[src/rtl/mem_io_pkg.sv]
// Shared state/grant types and IO address decode for the data-side bus arbiter.
// Latency: none, types and a combinational decode helper only.
// Backpressure: none.
package mem_io_pkg;

  typedef enum logic [1:0] {
    IDLE   = 2'd0,
    ACCESS = 2'd1,
    WAIT   = 2'd2,
    DONE   = 2'd3
  } state_t;

  typedef enum logic {
    GNT_CPU = 1'b0,
    GNT_LD  = 1'b1
  } grant_t;

  localparam logic [31:0] IO_BASE_DEFAULT = 32'hFFFF_FC00;

  // Anything at or above the IO base is IO; the address space does not wrap.
  function automatic logic is_io(input logic [63:0] addr,
                                 input logic [63:0] base = 64'(IO_BASE_DEFAULT));
    return addr >= base;
  endfunction

endpackage

[src/rtl/rr_arbiter2.sv]
// Two-way round-robin arbiter; side a is the CPU, side b the loader, force_b locks out a.
// Latency: grant is combinational from the requests, last_grant updates on the grant_en edge.
// Backpressure: a losing requester simply sees no grant and keeps requesting.
module rr_arbiter2
  import mem_io_pkg::*;
(
  input  logic       clock,
  input  logic       reset,
  input  logic       req_a,
  input  logic       req_b,
  input  logic       force_b,
  input  logic       grant_en,
  output logic [1:0] grant
);

  grant_t last_grant;

  // Pick a winner: force_b ignores a; on a tie the side not granted last time wins.
  always_comb begin
    grant = 2'b00;
    if (force_b) begin
      grant = {req_b, 1'b0};
    end else if (req_a && req_b) begin
      grant = (last_grant == GNT_CPU) ? 2'b10 : 2'b01;
    end else begin
      grant = {req_b, req_a};
    end
  end

  // Remember the most recent winner so the next tie goes the other way.
  always_ff @(posedge clock) begin
    if (reset) begin
      last_grant <= GNT_LD;
    end else if (grant_en && (grant != 2'b00)) begin
      last_grant <= grant[1] ? GNT_LD : GNT_CPU;
    end
  end

endmodule

[src/rtl/mem_io_arbiter.sv]
// Sequences CPU and loader accesses onto the shared data-memory and 24-bit IO ports.
// Latency: write or IO read acks 2 cycles after the IDLE grant, memory read 2+MEM_LAT.
// Backpressure: requester holds req until its one-cycle ack; cpu_stall covers the wait.
module mem_io_arbiter
  import mem_io_pkg::*;
#(
  parameter int                ADDR_W  = 32,
  parameter int                DATA_W  = 32,
  parameter logic [ADDR_W-1:0] IO_BASE = ADDR_W'(IO_BASE_DEFAULT),
  parameter int                MEM_LAT = 1
) (
  input  logic              clock,
  input  logic              reset,
  input  logic              ld_mode,
  input  logic              cpu_req,
  input  logic              cpu_we,
  input  logic [ADDR_W-1:0] cpu_addr,
  input  logic [DATA_W-1:0] cpu_wdata,
  output logic [DATA_W-1:0] cpu_rdata,
  output logic              cpu_ack,
  output logic              cpu_stall,
  input  logic              ld_req,
  input  logic              ld_we,
  input  logic [ADDR_W-1:0] ld_addr,
  input  logic [DATA_W-1:0] ld_wdata,
  output logic [DATA_W-1:0] ld_rdata,
  output logic              ld_ack,
  output logic [ADDR_W-1:0] dmem_addr,
  output logic [DATA_W-1:0] dmem_wdata,
  output logic              dmem_we,
  output logic              dmem_re,
  input  logic [DATA_W-1:0] dmem_rdata,
  output logic              io_rd,
  output logic              io_wr,
  output logic [23:0]       io_wdata,
  input  logic [23:0]       io_rdata
);

  // What the FSM needs to remember about the access in flight; address and
  // write data live directly in the dmem_addr / wdata output registers.
  typedef struct packed {
    grant_t gnt;
    logic   we;
    logic   io;
  } txn_t;

  typedef struct packed {
    grant_t            gnt;
    logic              we;
    logic [ADDR_W-1:0] addr;
    logic [DATA_W-1:0] wdata;
  } req_t;

  state_t     state;
  txn_t       txn;
  req_t       win;
  logic       win_io;
  logic [1:0] grant;
  logic [1:0] wait_cnt;

  rr_arbiter2 u_arb (
    .clock    (clock),
    .reset    (reset),
    .req_a    (cpu_req),
    .req_b    (ld_req),
    .force_b  (ld_mode),
    .grant_en (state == IDLE),
    .grant    (grant)
  );

  // Route the winning master's request fields into one bundle for latching.
  always_comb begin
    win = '0;
    if (grant[1]) begin
      win.gnt   = GNT_LD;
      win.we    = ld_we;
      win.addr  = ld_addr;
      win.wdata = ld_wdata;
    end else begin
      win.gnt   = GNT_CPU;
      win.we    = cpu_we;
      win.addr  = cpu_addr;
      win.wdata = cpu_wdata;
    end
  end

  assign win_io    = is_io(64'(win.addr), 64'(IO_BASE));
  assign cpu_stall = cpu_req & ~cpu_ack;

  // Transaction FSM; every bus strobe, ack and read-data output is a register here.
  always_ff @(posedge clock) begin
    if (reset) begin
      state      <= IDLE;
      txn        <= '0;
      wait_cnt   <= '0;
      dmem_addr  <= '0;
      dmem_wdata <= '0;
      io_wdata   <= '0;
      dmem_we    <= 1'b0;
      dmem_re    <= 1'b0;
      io_rd      <= 1'b0;
      io_wr      <= 1'b0;
      cpu_ack    <= 1'b0;
      ld_ack     <= 1'b0;
      cpu_rdata  <= '0;
      ld_rdata   <= '0;
    end else begin
      case (state)
        IDLE: begin
          cpu_ack <= 1'b0;
          ld_ack  <= 1'b0;
          if (grant != 2'b00) begin
            txn.gnt    <= win.gnt;
            txn.we     <= win.we;
            txn.io     <= win_io;
            dmem_addr  <= win.addr;
            dmem_wdata <= win.wdata;
            io_wdata   <= win.wdata[23:0];
            dmem_we    <= ~win_io &  win.we;
            dmem_re    <= ~win_io & ~win.we;
            io_wr      <=  win_io &  win.we;
            io_rd      <=  win_io & ~win.we;
            state      <= ACCESS;
          end
        end
        ACCESS: begin
          dmem_we    <= 1'b0;
          dmem_re    <= 1'b0;
          io_wr      <= 1'b0;
          io_rd      <= 1'b0;
          dmem_wdata <= '0;
          io_wdata   <= '0;
          if (!txn.we && !txn.io) begin
            wait_cnt <= 2'(MEM_LAT);
            state    <= WAIT;
          end else begin
            // IO read data is only valid while io_rd is high, so capture it now.
            if (!txn.we) begin
              if (txn.gnt == GNT_LD) ld_rdata  <= DATA_W'(io_rdata);
              else                   cpu_rdata <= DATA_W'(io_rdata);
            end
            cpu_ack <= (txn.gnt == GNT_CPU);
            ld_ack  <= (txn.gnt == GNT_LD);
            state   <= DONE;
          end
        end
        WAIT: begin
          if (wait_cnt == 2'd1) begin
            if (txn.gnt == GNT_LD) ld_rdata  <= dmem_rdata;
            else                   cpu_rdata <= dmem_rdata;
            cpu_ack  <= (txn.gnt == GNT_CPU);
            ld_ack   <= (txn.gnt == GNT_LD);
            wait_cnt <= '0;
            state    <= DONE;
          end else begin
            wait_cnt <= wait_cnt - 2'd1;
          end
        end
        DONE: begin
          cpu_ack <= 1'b0;
          ld_ack  <= 1'b0;
          state   <= IDLE;
        end
        default: state <= IDLE;
      endcase
    end
  end

endmodule

[config.mk]
export PLATFORM = sky130hd
export DESIGN_NAME = mem_io_arbiter
export DESIGN_NICKNAME = d
export VERILOG_FILES = /design/src/rtl/mem_io_pkg.sv /design/src/rtl/rr_arbiter2.sv /design/src/rtl/mem_io_arbiter.sv
export SDC_FILE = /design/constraint.sdc
export NUM_CORES = 1
export LEC_CHECK = 0
export CORE_AREA = 2 2 136 138
export CTS_CLUSTER_SIZE = 25
export DETAILED_ROUTE_END_ITERATION = 16
export DIE_AREA = 0 0 138 140
export GPL_ROUTABILITY_DRIVEN = 0
export PLACE_DENSITY_LB_ADDON = 0.05
export SETUP_SLACK_MARGIN = 0.3
export SYNTH_ARGS = -nofsm -noshare
export SYNTH_HDL_FRONTEND = slang
export SYNTH_SLANG_ARGS = --single-unit
[constraint.sdc]
create_clock -name clock -period 1.9 [get_ports clock]
set_input_delay 0.285 -clock clock [delete_from_list [all_inputs] [get_ports clock]]
set_output_delay 0.285 -clock clock [all_outputs]
set_load 0.03 [all_outputs]
# --- Yosys cells after proc, flatten, opt, wreduce, memory -nomap -nowiden ---
# Index checks and enable logic that the tools add are counted.
totals:
  ff_bits: 166
  latchBits: 0
  ram_bits: 0
  romBits: 0
  in_bits: 191
  out_inout_bits: 159
  memories: 0
op_classes:
  add_sub_neg: 1
  multipliers: 0
  n_div: 0
  magnitude_cmp: 1
  eq_ne: 13
  shifts: 0
  n_mux: 42
  bitwise_logic: 9
  reduce_logical: 17
ops:
  columns: ["op", "n"]
  rows:
  - ["$mux W32", 11]
  - ["$pmux W32 S2", 3]
  - ["$mux W66", 1]
  - ["$pmux W24 S2", 1]
  - ["$ge A32 B32 Y1 const B", 1]
  - ["$mux W24", 1]
  - ["$ne A2 B2 Y1 const B", 9]
  - ["$mux W2", 7]
  - ["$reduce_and A6 Y1", 2]
  - ["$mux W1", 10]
  - ["$reduce_and A2 Y1", 5]
  - ["$pmux W1 S2", 4]
  - ["$pmux W2 S4", 1]
  - ["$pmux W1 S3", 2]
  - ["$reduce_bool A2 Y1", 3]
  - ["$and A1 B1 Y1", 5]
  - ["$eq A2 B1 Y1 const B", 2]
  - ["$eq A2 B2 Y1 const B", 2]
  - ["$not A1 Y1", 4]
  - ["$pmux W2 S2", 1]
  - ["$logic_and A1 B1 Y1", 3]
  - ["$logic_not A1 Y1", 2]
  - ["$logic_not A2 Y1", 1]
  - ["$reduce_or A2 Y1", 1]
  - ["$sub A2 B1 Y2 const B", 1]

# --- Longest topological paths before layout ---
# Gate-level depths: netlist of run 1.
logic_depth:
  word_depth: 9
  depth_mapped: 9
  mapped_depth_nobuf: 6

# --- Cells and area by module ---
# From an unflattened synthesis of run 1, not the netlist that was laid out.
hier_totals:
  hier_cells: 716
  area_unflattened_um2: 6477.5
modules_own_cells:
  columns: ["mod", "instances", "cells_each", "area_per_inst_um2", "seq_area_each_um2"]
  rows:
  - ["mem_io_arbiter", 1, 709, 6413.7, 2822.7]
  - ["rr_arbiter2", 1, 7, 63.8, 20.0]

# --- Worst setup path after synthesis of run 1 ---
# Ideal clock, no wire load.
synth_path:
  path_kind: "reg-to-reg"
  startpoint: "register state[0]"
  endpoint: "register cpu_rdata[10]"
  arrival_time_ps: 1695
  slack_ps: 124
  stages_incl_launch_ff: 10
  n_path_buf: 3
  cell_sequence: "dfxtp_1 -> inv_1 -> ha_1 -> buf_4 -> and2b_4 -> a2111oi_4 -> buf_4 -> buf_6 -> nor2_1 -> a211oi_2"
synth_via:
  elab_chain_cells: 3
synth_lines:
  columns: ["element", "line_no", "source"]
  rows:
  - ["start, declared", "mem_io_arbiter.sv:54", "state_t state;"]
  - ["start signal, assigned", "mem_io_arbiter.sv:93", "state <= IDLE;"]
  - ["start signal, assigned", "mem_io_arbiter.sv:123", "state <= ACCESS;"]
  - ["start signal, assigned", "mem_io_arbiter.sv:135", "state <= WAIT;"]
  - ["$eq A2 B2 Y1 / $eq A2 B1 Y1 (equally long branches)", "mem_io_arbiter.sv:108", "case (state)"]
  - ["$ne A2 B2 Y1 (no source line) / $reduce_bool A2 Y1 (equally long branches)", null, null]
  - ["$reduce_and A6 Y1 (no source line)", null, null]
  - ["end signal, assigned", "mem_io_arbiter.sv:140", "else cpu_rdata <= DATA_W'(io_rdata);"]
  - ["end signal, assigned", "mem_io_arbiter.sv:150", "else cpu_rdata <= dmem_rdata;"]
  - ["end, declared", "mem_io_arbiter.sv:19", "output logic [DATA_W-1:0] cpu_rdata,"]
# Parallel ways exist; a longest one is shown, timed or not.
# A chain may end at the register's enable or synchronous reset.

# --- Worst setup path in the final report of run 1 ---
layout_path:
  startpoint: "register state[0]"
  endpoint: "register ld_rdata[12]"
layout_via:
  elab_chain_cells: 3
layout_lines:
  columns: ["element", "line_no", "source"]
  rows:
  - ["$eq A2 B1 Y1 / $eq A2 B2 Y1 (equally long branches)", "mem_io_arbiter.sv:108", null]
  - ["$ne A2 B2 Y1 (no source line) / $reduce_bool A2 Y1 (equally long branches)", null, null]
  - ["$reduce_and A6 Y1 (no source line)", null, null]
  - ["end signal, assigned", "mem_io_arbiter.sv:139", "if (txn.gnt == GNT_LD) ld_rdata <= DATA_W'(io_rdata);"]
  - ["end signal, assigned", "mem_io_arbiter.sv:149", "if (txn.gnt == GNT_LD) ld_rdata <= dmem_rdata;"]
  - ["end, declared", "mem_io_arbiter.sv:26", "output logic [DATA_W-1:0] ld_rdata,"]
# Parallel ways exist; a longest one is shown, timed or not.

==> flow_summary_export.csv, run 1 <==
group,metric,value,unit
finish,fin_area,12400,um2
timing,worst_slew_pin_slew,0.506,ns
critical_path,critPathArrivalTime,2.14,ns
global_routing,grt.total_usage,0.232,
die,coreArea,17800,um2
outcome,status,"finished, final reports clean",
timing,skew,0.0182,ns
critical_path,end_kind,"register",
timing,min_period,1.85,ns
power,leakage,5.25,nW
timing,slew_headroom,0.662,
die,initial_utilization,0.372,
drt,vias,7303,
timing,slew_viol_final,0,
die,fp.dieW,138,um
critical_path,worst_path_largest_cell_delay,0.36,ns
drt,route.detailed.wl_per_inst,18.5,um
synthesis,syn_nets,975,
timing,min_period_over_period,0.973,
critical_path,path_class,"reg -> reg",
global_routing,antenna_found_initial,1,
placed_design,place_inst,1303,
finish,regArea,2850,um2
global_routing,grt_pass1_wl,36100,um
critical_path,path_cells,"buf_6 -> ha_4 -> nor2_4 -> a2111oi_4 -> buf_6 -> buf_12 -> buf_8 -> buf_12 -> a211oi_2",
drt,via_per_inst,5.20,
timing,max_freq,541,MHz
drt,drtIter0Drc,329,
synthesis,seq_area_frac_synth,0.430,
die,pin_count,350,
synthesis,syn_avg_cell_area,8.48,um2
synthesis,synthXorXnorAreaFrac,0,
timing,finalHoldViolCount,0,
finish,fin_nets,1357,
power,power_density,1550,nW/um2
flow_run,maxCapViolCount,0,
clock_network,cts_tree,"yes",
global_routing,grt_pass1_vias,6706,
die,die_area,19300,um2
clock_network,numCtsBuffers,17,
synthesis,synthMuxAreaShare,0.0411,
drt,totalWireLength,26000,um
finish,fill_cells,1433,
power,ir_drop,0.000996,V
critical_path,cp_slowest_cell,"dfxtp_4",
drt,post-route-drc-count,0,
clock_network,h-tree-depth,4,
global_routing,overflow,0,
synthesis,ys_ff_latch,142,
drt,ant_nets,0,
placed_design,port_buffers,349,
critical_path,cp.required,2.19,ns
clock_network,clk_path_buf_depth,2,
synthesis,synth-compound-area-share,0.250,
synthesis,synth.cell_area,6610,um2
timing,rsz0062_at_grt,"true",
finish,fin_cells,1404,
drt,dr.pass1.iters,5,
timing,setup_viol,0,
synthesis,ys_warn_count,0,
clock_network,clkSlewWorstSetupHoldPaths,0.06,ns
clock_network,clockRootBuffer,"clkbuf_16",
synthesis,synth.area.top_cells,"dfxtp_1, nand2_1, nor2_1",
synthesis,yosys.area.top_type_share,0.430,
synthesis,synthSimpleGateAreaFrac,0.189,
critical_path,path_max_fanout,7,
synthesis,yosys.area.top_type,"dfxtp_1",
clock_network,cts.sinks,142,
die,die_y,140,um
synthesis,syn_inst,779,
timing,tns,0,ns
die,placementRows,49,
synthesis,synth_top_family_by_area,"compound AO/OA/AOI/OAI gates",
finish,multi_input_area,3690,um2
clock_network,clk-insertion-delay-late,0.43,ns
finish,drive_above_1_share,0.222,
placed_design,place_area,10300,um2
min_path,hold_path.class,"in -> reg",
synthesis,synth_adder_area_share,0.00947,
finish,syn_to_final_growth,87.2,%
placed_design,hpwl,15200,um
synthesis,synth.distinct_cells,42,
global_routing,grt_max_degree,66,
critical_path,startpoint_type,"register",
[layout by cell type (no fill, tap or decap), drive strengths merged, types with 3 or more instances in the layout]
cell type,synthesis,routed
nand3b,3,3
nor2,89,89
a22oi,3,3
bufinv,0,6
nor2b,3,3
clkdlybuf4s50,0,188
a21oi,54,54
o21ai,37,37
nand4,10,10
clkinv,0,5
nand2,117,117
dfxtp,142,142
a311oi,32,32
and3,32,32
a211oi,53,53
buf,46,98
clkbuf,46,28
nand2b,4,4
dlygate4sd2,0,158
inv,8,12
mux2i,26,26
ha,5,5
nand3,18,18
a21boi,32,32
[layer usage]
metal	vias to the layer above	share of wire	global-route usage
li1	3530	-	-
met1	3450	0.40	0.264
met2	281	0.52	0.413
met3	42	0.064	0.0715
met4	0	0.025	0.0811
met5	-	0	0
[synth_stat cells, drive strengths merged]
cell	instances
a211oi	53
nand4	10
and3	32
nand3	18
a21boi	32
nand3b	3
a32oi	1
a32o	2
a31o	1
nor2b	3
nor2	89
a311oi	32
buf	46
o21ai	37
clkbuf	46
a22oi	3
dfxtp	142
a2111oi	2
inv	8
nand2b	4
a2111o	2
mux2i	26
a21oi	54
nand2	117
and4b	1
o41ai	2
mux2	1
a31oi	1
and2b	1
o2bb2ai	1
nor3	1
nor4b	1
nor4	2
ha	5
[critical path, delay by kind of cell, from the launching register on]
family | cells | cell delay [ns]
flip-flops | 1 | 0.36
adder cells (fa/ha/maj) | 1 | 0.19
buffers and inverters | 5 | 0.67
AND/OR/NAND/NOR | 1 | 0.08
AO/OA/AOI/OAI | 2 | 0.41
[sequential cells by signal (all words and copies together), names as in the netlist, 2 cells and up]
signal	cells
cpu_rdata	32
dmem_addr	32
dmem_wdata	32
ld_rdata	32
state	2
txn	3
wait_cnt	2
[stage by stage]
stage / setup WS (ns) / util / power (mW) / hold slack [ns]
finish: 0.0505 / 0.696 / 19.2 / 0.335
global route: -0.0137 / 0.696 / 20.0 / 0.331
CTS: 0.0847 / 0.635 / 16.5 / 0.301
detailed placement: -0.253 / 0.581 / 12.1 / 0.445
global placement: -0.257 / 0.581 / 12.0 / 0.439
floorplan: 0.195 / - / 9.20 / 0.444
[logic make-up (layout without fill, tap and decap cells)]
| logic type | after synthesis | after routing |
|---|---|---|
| buffers and inverters | 100 | 495 |
| AO/OA/AOI/OAI | 223 | 223 |
| AND/OR/NAND/NOR | 282 | 282 |
| flip-flops | 142 | 142 |
| multiplexers | 27 | 27 |
| adder cells (fa/ha/maj) | 5 | 5 |
| other | 0 | 1 |
[worst paths after layout]
| kind | cells after the start | slack (ns) | endpoint | start |
|---|---|---|---|---|
| hold / removal | 3 | 0.33 | u_arb.last_grant | ld_req |
| hold reg to reg | 2 | 0.45 | dmem_wdata[27] | dmem_wdata[27] |
| setup reg to reg | 9 | 0.05 | ld_rdata[12] | state[0] |
| setup / recovery | 9 | 0.05 | ld_rdata[12] | state[0] |
[where the power goes]
part	internal, mW	total (mW)	switching (mW)
clock network	2.49	3.87	1.39
logic	5.09	11.0	5.92
registers	3.80	4.29	0.493
total	11.4	19.2	7.80
[layout make-up]
class,instances,share of cell area
clock buffers,17,0.0344
well taps,229,0.0232
multi-input cells,537,0.298
flip-flops and latches,142,0.231
inverters,8,0.00303
diodes,1,0.000202
clock inverters,15,0.0206
repair buffers,455,0.390
[what timing repair did]
action                                  in CTS  in global routing
cloned                                      11                 16
setup buffers                               13                 28
pin swaps                                   23                 75
endpoints found under the setup margin     293                139
gates resized for setup                    185                149
hold buffers                                 0                  0
Note: power is estimated with default switching activity, not from simulation.
==> run 2: changes to the inputs <==
--- a/config.mk
+++ b/config.mk
@@ -14,4 +14,5 @@
 export SETUP_SLACK_MARGIN = 0.3
 export SYNTH_ARGS = -nofsm -noshare
 export SYNTH_HDL_FRONTEND = slang
+export SYNTH_HIERARCHICAL = 1
 export SYNTH_SLANG_ARGS = --single-unit
==> run 2 against run 1 <==
Count of clock-buffer cells in the layout grew 2. Die area did not move. Non-clock buffer count up 13. Flip-flop and latch count did not move. Combinational power rose by 15%. Maximum frequency rose by 2.3%. Final area is 3.1% higher. Via count fell by 5.8%. Critical path depth increased by 1. Clock skew down 0.011 ns. Critical endpoint is now ld_rdata[4].
==> flow_summary_export.csv, run 2 <==
group,metric,value,unit
outcome,status,"finished, final reports clean",
timing,slew_headroom,0.550,
clock_network,clk-insertion-delay-late,0.41,ns
clock_network,clockRootBuffer,"clkbuf_16",
global_routing,grt_pass1_vias,6861,
placed_design,hpwl,15400,um
synthesis,yosys-top-cells-count,"dfxtp_1, nor2_1, mux2i_1, a211oi_1, a21oi_1",
synthesis,ys_ff_latch,142,
finish,layout_commonest_cell,"clkdlybuf4s50_1",
synthesis,synthFlopType,"dfxtp_1",
placed_design,port_buffers,349,
power,ir_drop,0.000967,V
timing,min_period,1.81,ns
timing,skew,0.00720,ns
finish,layout_common_cells,"clkdlybuf4s50_1, dlygate4sd2_1, dfxtp_1",
timing,tns,0,ns
global_routing,antenna_found_initial,0,
clock_network,cts_tree,"yes",
clock_network,h-tree-depth,4,
critical_path,path_class,"reg -> reg",
synthesis,seq_area_frac_synth,0.439,
synthesis,yosys.area.top_type,"dfxtp_1",
clock_network,cts.sinks,142,
die,pin_count,350,
finish,syn_to_final_growth,96.8,%
critical_path,reg2reg_to,"ld_rdata[4]",
synthesis,yosys.area.top_type_share,0.439,
global_routing,grt_max_degree,51,
synthesis,synth-edff-count,0,
synthesis,post-synth-top-count-cell,"dfxtp_1",
global_routing,overflow,0,
critical_path,startpoint_type,"register",
drt,dr.pass1.iters,4,
finish,final_util,0.717,
timing,holdWs,0.378,ns
synthesis,syn_nets,911,
finish,fill_cells,1402,
clock_network,clk_path_buf_depth,2,
min_path,min_from,"cpu_req",
critical_path,cp.required,2.23,ns
die,coreArea,17800,um2
global_routing,grt.busiest_layer,"met2",
die,placementRows,49,
finish,regArea,2850,um2
synthesis,synth.area.top_cells,"dfxtp_1, mux2i_1, a211oi_1",
drt,post-route-drc-count,0,
finish,multi_input_area,4040,um2
power,leakage,5.38,nW
synthesis,syn_avg_cell_area,9.05,um2
global_routing,grt_pass1_wl,36800,um
die,die_y,140,um
flow_run,maxCapViolCount,0,
min_path,hold_path_depth,3,
synthesis,syn_inst,716,
drt,via_per_inst,5.05,
critical_path,critPathArrivalTime,2.14,ns
timing,setup_viol,0,
global_routing,grt.total_usage,0.237,
timing,max_freq,553,MHz
placed_design,place_ws,-0.482,ns
timing,slew_viol_final,0,
timing,min_period_over_period,0.951,
die,fp.dieW,138,um
global_routing,use_met3,0.0725,
power,power_density,1580,nW/um2
timing,finalHoldViolCount,0,
critical_path,path_max_fanout,8,
min_path,min_to,"u_arb/last_grant",
drt,drtIter0Drc,178,
min_path,hold_path.class,"in -> reg",
synthesis,ys_warn_count,6,
timing,setup_ws,0.0928,ns
finish,drive_above_1_share,0.309,
die,die_area,19300,um2
finish,fin_nets,1314,
global_routing,use_met2,0.442,
critical_path,regToRegSetupSlack,0.09,ns
synthesis,synth.cell_area,6480,um2
critical_path,end_kind,"register",
finish,antenna_cells,0,
critical_path,r2r_start,"state[0]",
critical_path,r2r_cells,10,
timing,rsz0062_at_grt,"true",
timing,worst_slew_pin_slew,0.675,ns
synthesis,synth-async-reset-ratio,0,
global_routing,grtUsageMet1,0.256,
drt,ant_nets,0,
drt,totalWireLength,24900,um
drt,vias,6879,
drt,route.detailed.wl_per_inst,18.3,um
synthesis,synth.distinct_cells,33,
clock_network,numCtsBuffers,17,
clock_network,clkSlewWorstSetupHoldPaths,0.06,ns
die,initial_utilization,0.364,
[run 2: cell types whose count changed in the layout (fill, tap and decap cells not counted), sizes merged, moves of 28 or more]
cell    change
a311oi     -32
nor3       +37
nor2       +32
o21ai      -33
a211oi     +31
and3       -28
a21boi     -30
mux2i      +60
nand2      -90
[run 2: kinds of logic (layout without fill, tap and decap cells)]
group | count (synthesis) | in the layout | share of synthesized area
AOI/OAI and AO/OA | 153 | 154 | 0.171
adders and majority gates | 4 | 4 | 0.00773
buffers and inverters | 88 | 503 | 0.0804
DFF | 142 | 142 | 0.439
muxes | 86 | 86 | 0.133
and+or+nand+nor | 243 | 243 | 0.169
[run 2: layout make-up]
type | count | area share
clock buffers | 19 | 0.0340
multi-input cells | 487 | 0.317
repair buffers | 468 | 0.394
flip-flops and latches | 142 | 0.224
inverters | 3 | 0.00128
clock inverters | 13 | 0.00726
well taps | 229 | 0.0225
[run 2: how the worst max path moves through the flow]
stage | depth (start not counted) | end | start
2_1_floorplan | 10 | ld_rdata[27] | state[0]
3_3_place_gp | 9 | io_rd | cpu_req
3_5_place_dp | 8 | io_rd | cpu_req
4_1_cts | 9 | cpu_rdata[18] | state[0]
5_1_grt | 10 | ld_rdata[21] | state[0]
6_report | 10 | ld_rdata[4] | state[0]
[run 2: metal layers]
metal | up-vias | routed length (um)
met1 | 3253 | 9630
met4 | 0 | 510
met3 | 34 | 1580
li1 | 3340 | -
met2 | 252 | 13200
met5 | - | 0
[run 2: timing repair]
item,CTS,global route
pin swaps,51,65
gates resized for setup,307,121
cloned,19,8
endpoints found under the setup margin,294,140
setup buffers,38,11
hold buffers,0,0
[run 2: power breakdown]
part	total [mW]	switching (mW)	internal [mW]	leakage, nW
logic	12.7	6.68	6.03	3.97
registers	4.47	0.633	3.84	1.16
clock network	3.00	1.33	1.67	0.246
total	20.2	8.65	11.5	5.38
[run 2: worst max-delay path, cell delays in order, from the launching register on]
cell,delay [ns]
dfxtp_4,0.35
buf_4,0.13
ha_4,0.17
nor2_2,0.14
a211oi_4,0.06
and2_4,0.19
buf_12,0.12
buf_6,0.11
buf_6,0.12
buf_16,0.14
a211oi_2,0.19
[run 2: metrics by stage]
step | area, um2 | total power [mW] | cells
6_report | 12700 | 20.2 | 1361
5_1_grt | 12700 | 21.2 | 1361
4_1_cts | 12000 | 18.8 | 1342
3_5_place_dp | 10300 | 12.9 | 1253
3_3_place_gp | 10300 | 12.8 | 1253
2_1_floorplan | 6620 | 10.0 | 716
==> run 3: changes to the inputs <==
==> constraint.sdc (replaced) <==
create_clock -name clock -period 2 [get_ports clock]
set_input_delay 0.3 -clock clock [delete_from_list [all_inputs] [get_ports clock]]
set_output_delay 0.3 -clock clock [all_outputs]
set_load 0.03 [all_outputs]
==> run 3 against run 2 <==
Worst hold slack worse by 0.021 ns. Critical path depth stayed put. Final area is 11% lower. Final cell count is 4.1% lower. Utilization is 7.6 points lower. Global-route usage is 1.3 points lower. Routed wire length is 11% lower. Flip-flop and latch count stayed put. First-iteration DRC count is 62% higher. Sequential share of layout area is 2.7 points higher. Critical endpoint is now ld_rdata[23]. Largest power group unchanged.
==> flow_summary_export.csv, run 3 (synthesized netlist as in run 2, its figures left out) <==
group,metric,value,unit
outcome,status,"finished, final reports clean",
global_routing,grt_max_degree,55,
timing,slew_viol_final,0,
timing,setup_viol,0,
placed_design,port_buffers,349,
drt,totalWireLength,22200,um
clock_network,h-tree-depth,4,
placed_design,place_ws,-0.520,ns
critical_path,path_class,"reg -> reg",
clock_network,numCtsBuffers,17,
placed_design,place_inst,1244,
timing,worst_slew_pin_slew,0.549,ns
finish,syn_to_final_growth,75.9,%
power,ir_drop,0.000827,V
finish,drive_above_1_share,0.170,
die,initial_utilization,0.364,
clock_network,cts_tree,"yes",
die,fp.dieW,138,um
drt,via_per_inst,4.95,
finish,final_util,0.641,
finish,fill_cells,1569,
global_routing,use_met2,0.408,
timing,skew,0.00624,ns
min_path,hold_path_depth,2,
power,leakage,4.84,nW
clock_network,clkSlewWorstSetupHoldPaths,0.06,ns
timing,finalHoldViolCount,0,
critical_path,worst_path_largest_cell_delay,0.36,ns
power,power.total,16.1,mW
min_path,hold_path.class,"in -> reg",
die,die_area,19300,um2
global_routing,antenna_found_initial,0,
finish,layout_commonest_cell,"clkdlybuf4s50_1",
critical_path,crit_cells,10,
clock_network,cts.sinks,142,
power,power_density,1410,nW/um2
die,coreArea,17800,um2
clock_network,hold_buffers,0,
finish,fin_area,11400,um2
drt,vias,6461,
critical_path,r2r_cells,10,
die,pin_count,350,
timing,rsz0062_at_grt,"true",
finish,antenna_cells,0,
die,die_y,140,um
critical_path,cp.required,2.33,ns
timing,min_period_over_period,0.908,
drt,drtIter0Drc,288,
global_routing,grt.total_usage,0.224,
clock_network,clk_path_buf_depth,2,
finish,fin_nets,1258,
global_routing,grt_pass1_vias,6516,
critical_path,startpoint_type,"register",
timing,min_period,1.82,ns
critical_path,path_max_fanout,7,
drt,post-route-drc-count,0,
timing,setup_ws,0.183,ns
flow_run,maxCapViolCount,0,
finish,fin_cells,1305,
drt,dr.pass1.iters,4,
critical_path,path_delay_family,"buffers and inverters",
placed_design,hpwl,15200,um
clock_network,clk-insertion-delay-late,0.42,ns
critical_path,end_kind,"register",
global_routing,use_met3,0.0711,
global_routing,grt_pass1_wl,34800,um
critical_path,critPathArrivalTime,2.14,ns
finish,layout_common_cells,"clkdlybuf4s50_1, dlygate4sd2_1, dfxtp_1",
timing,holdWs,0.357,ns
timing,max_freq,550,MHz
die,placementRows,49,
timing,slew_headroom,0.634,
placed_design,place_area,10100,um2
drt,ant_nets,0,
global_routing,grt.busiest_layer,"met2",
clock_network,clockRootBuffer,"clkbuf_16",
drt,route.detailed.wl_per_inst,17.0,um
critical_path,cp_slowest_cell,"dfxtp_4",
timing,tns,0,ns
global_routing,overflow,0,
critical_path,worst-path-buf-inv,5,
critical_path,path_cells,"inv_4 -> ha_4 -> nor2b_4 -> a211oi_4 -> buf_4 -> and2_4 -> buf_6 -> buf_12 -> clkbuf_16 -> a211oi_1",
global_routing,grtUsageMet1,0.251,
run 3: cell types whose count changed in the layout (fill, tap and decap cells not counted), moves of 7 or more:
cell,previous run,this run
a211oi_1,31,55
a211oi_2,51,28
a21oi_1,27,47
a21oi_2,26,8
buf_12,24,14
buf_16,17,10
buf_4,46,30
buf_6,25,8
nor2_1,73,115
nor2_2,26,2
nor2_4,22,4
nor3_1,14,38
nor3_2,18,0
run 3: where the power goes:
part,internal (mW),switching (mW)
logic,3.71,5.14
clock network,1.85,1.30
registers,3.64,0.471
run 3: routing by layer:
metal	part of all wire	up-vias
li1	-	3232
met3	0.072	27
met1	0.39	2963
met5	0	-
met2	0.52	239
met4	0.020	0
run 3: path summary, 6_finish.rpt:
check                     start              to  slack [ns]
hold / removal            reset  dmem_wdata[29]        0.36
setup reg to reg       state[0]    ld_rdata[23]        0.18
hold reg to reg   cpu_rdata[30]   cpu_rdata[30]        0.45
setup / recovery       state[0]    ld_rdata[23]        0.18
run 3: area by class of cell:
| cell class | count | area, um2 | area share |
|---|---|---|---|
| Clock buffer | 17 | 425 | 0.0373 |
| Clock inverter | 15 | 160 | 0.0141 |
| Inverter | 3 | 13.8 | 0.00121 |
| Multi-Input combinational cell | 486 | 3440 | 0.302 |
| Sequential cell | 142 | 2850 | 0.251 |
| Tap cell | 229 | 287 | 0.0252 |
| Timing Repair Buffer | 413 | 4220 | 0.370 |
run 3: worst reg2reg max path: cells and delay by family, from the launching register on:
family / cells / cell delay (ns)
compound gates: 2 / 0.27
fa+ha+maj: 1 / 0.15
buf+inv: 5 / 0.61
flops: 1 / 0.36
simple gates: 2 / 0.35
run 3: repair_timing:
| action | in CTS | in global routing |
|---|---|---|
| setup buffers | 12 | 4 |
| setup endpoints to repair | 293 | 119 |
| gates resized for setup | 208 | 55 |
| cloned | 11 | 2 |
| pin swaps | 10 | 17 |
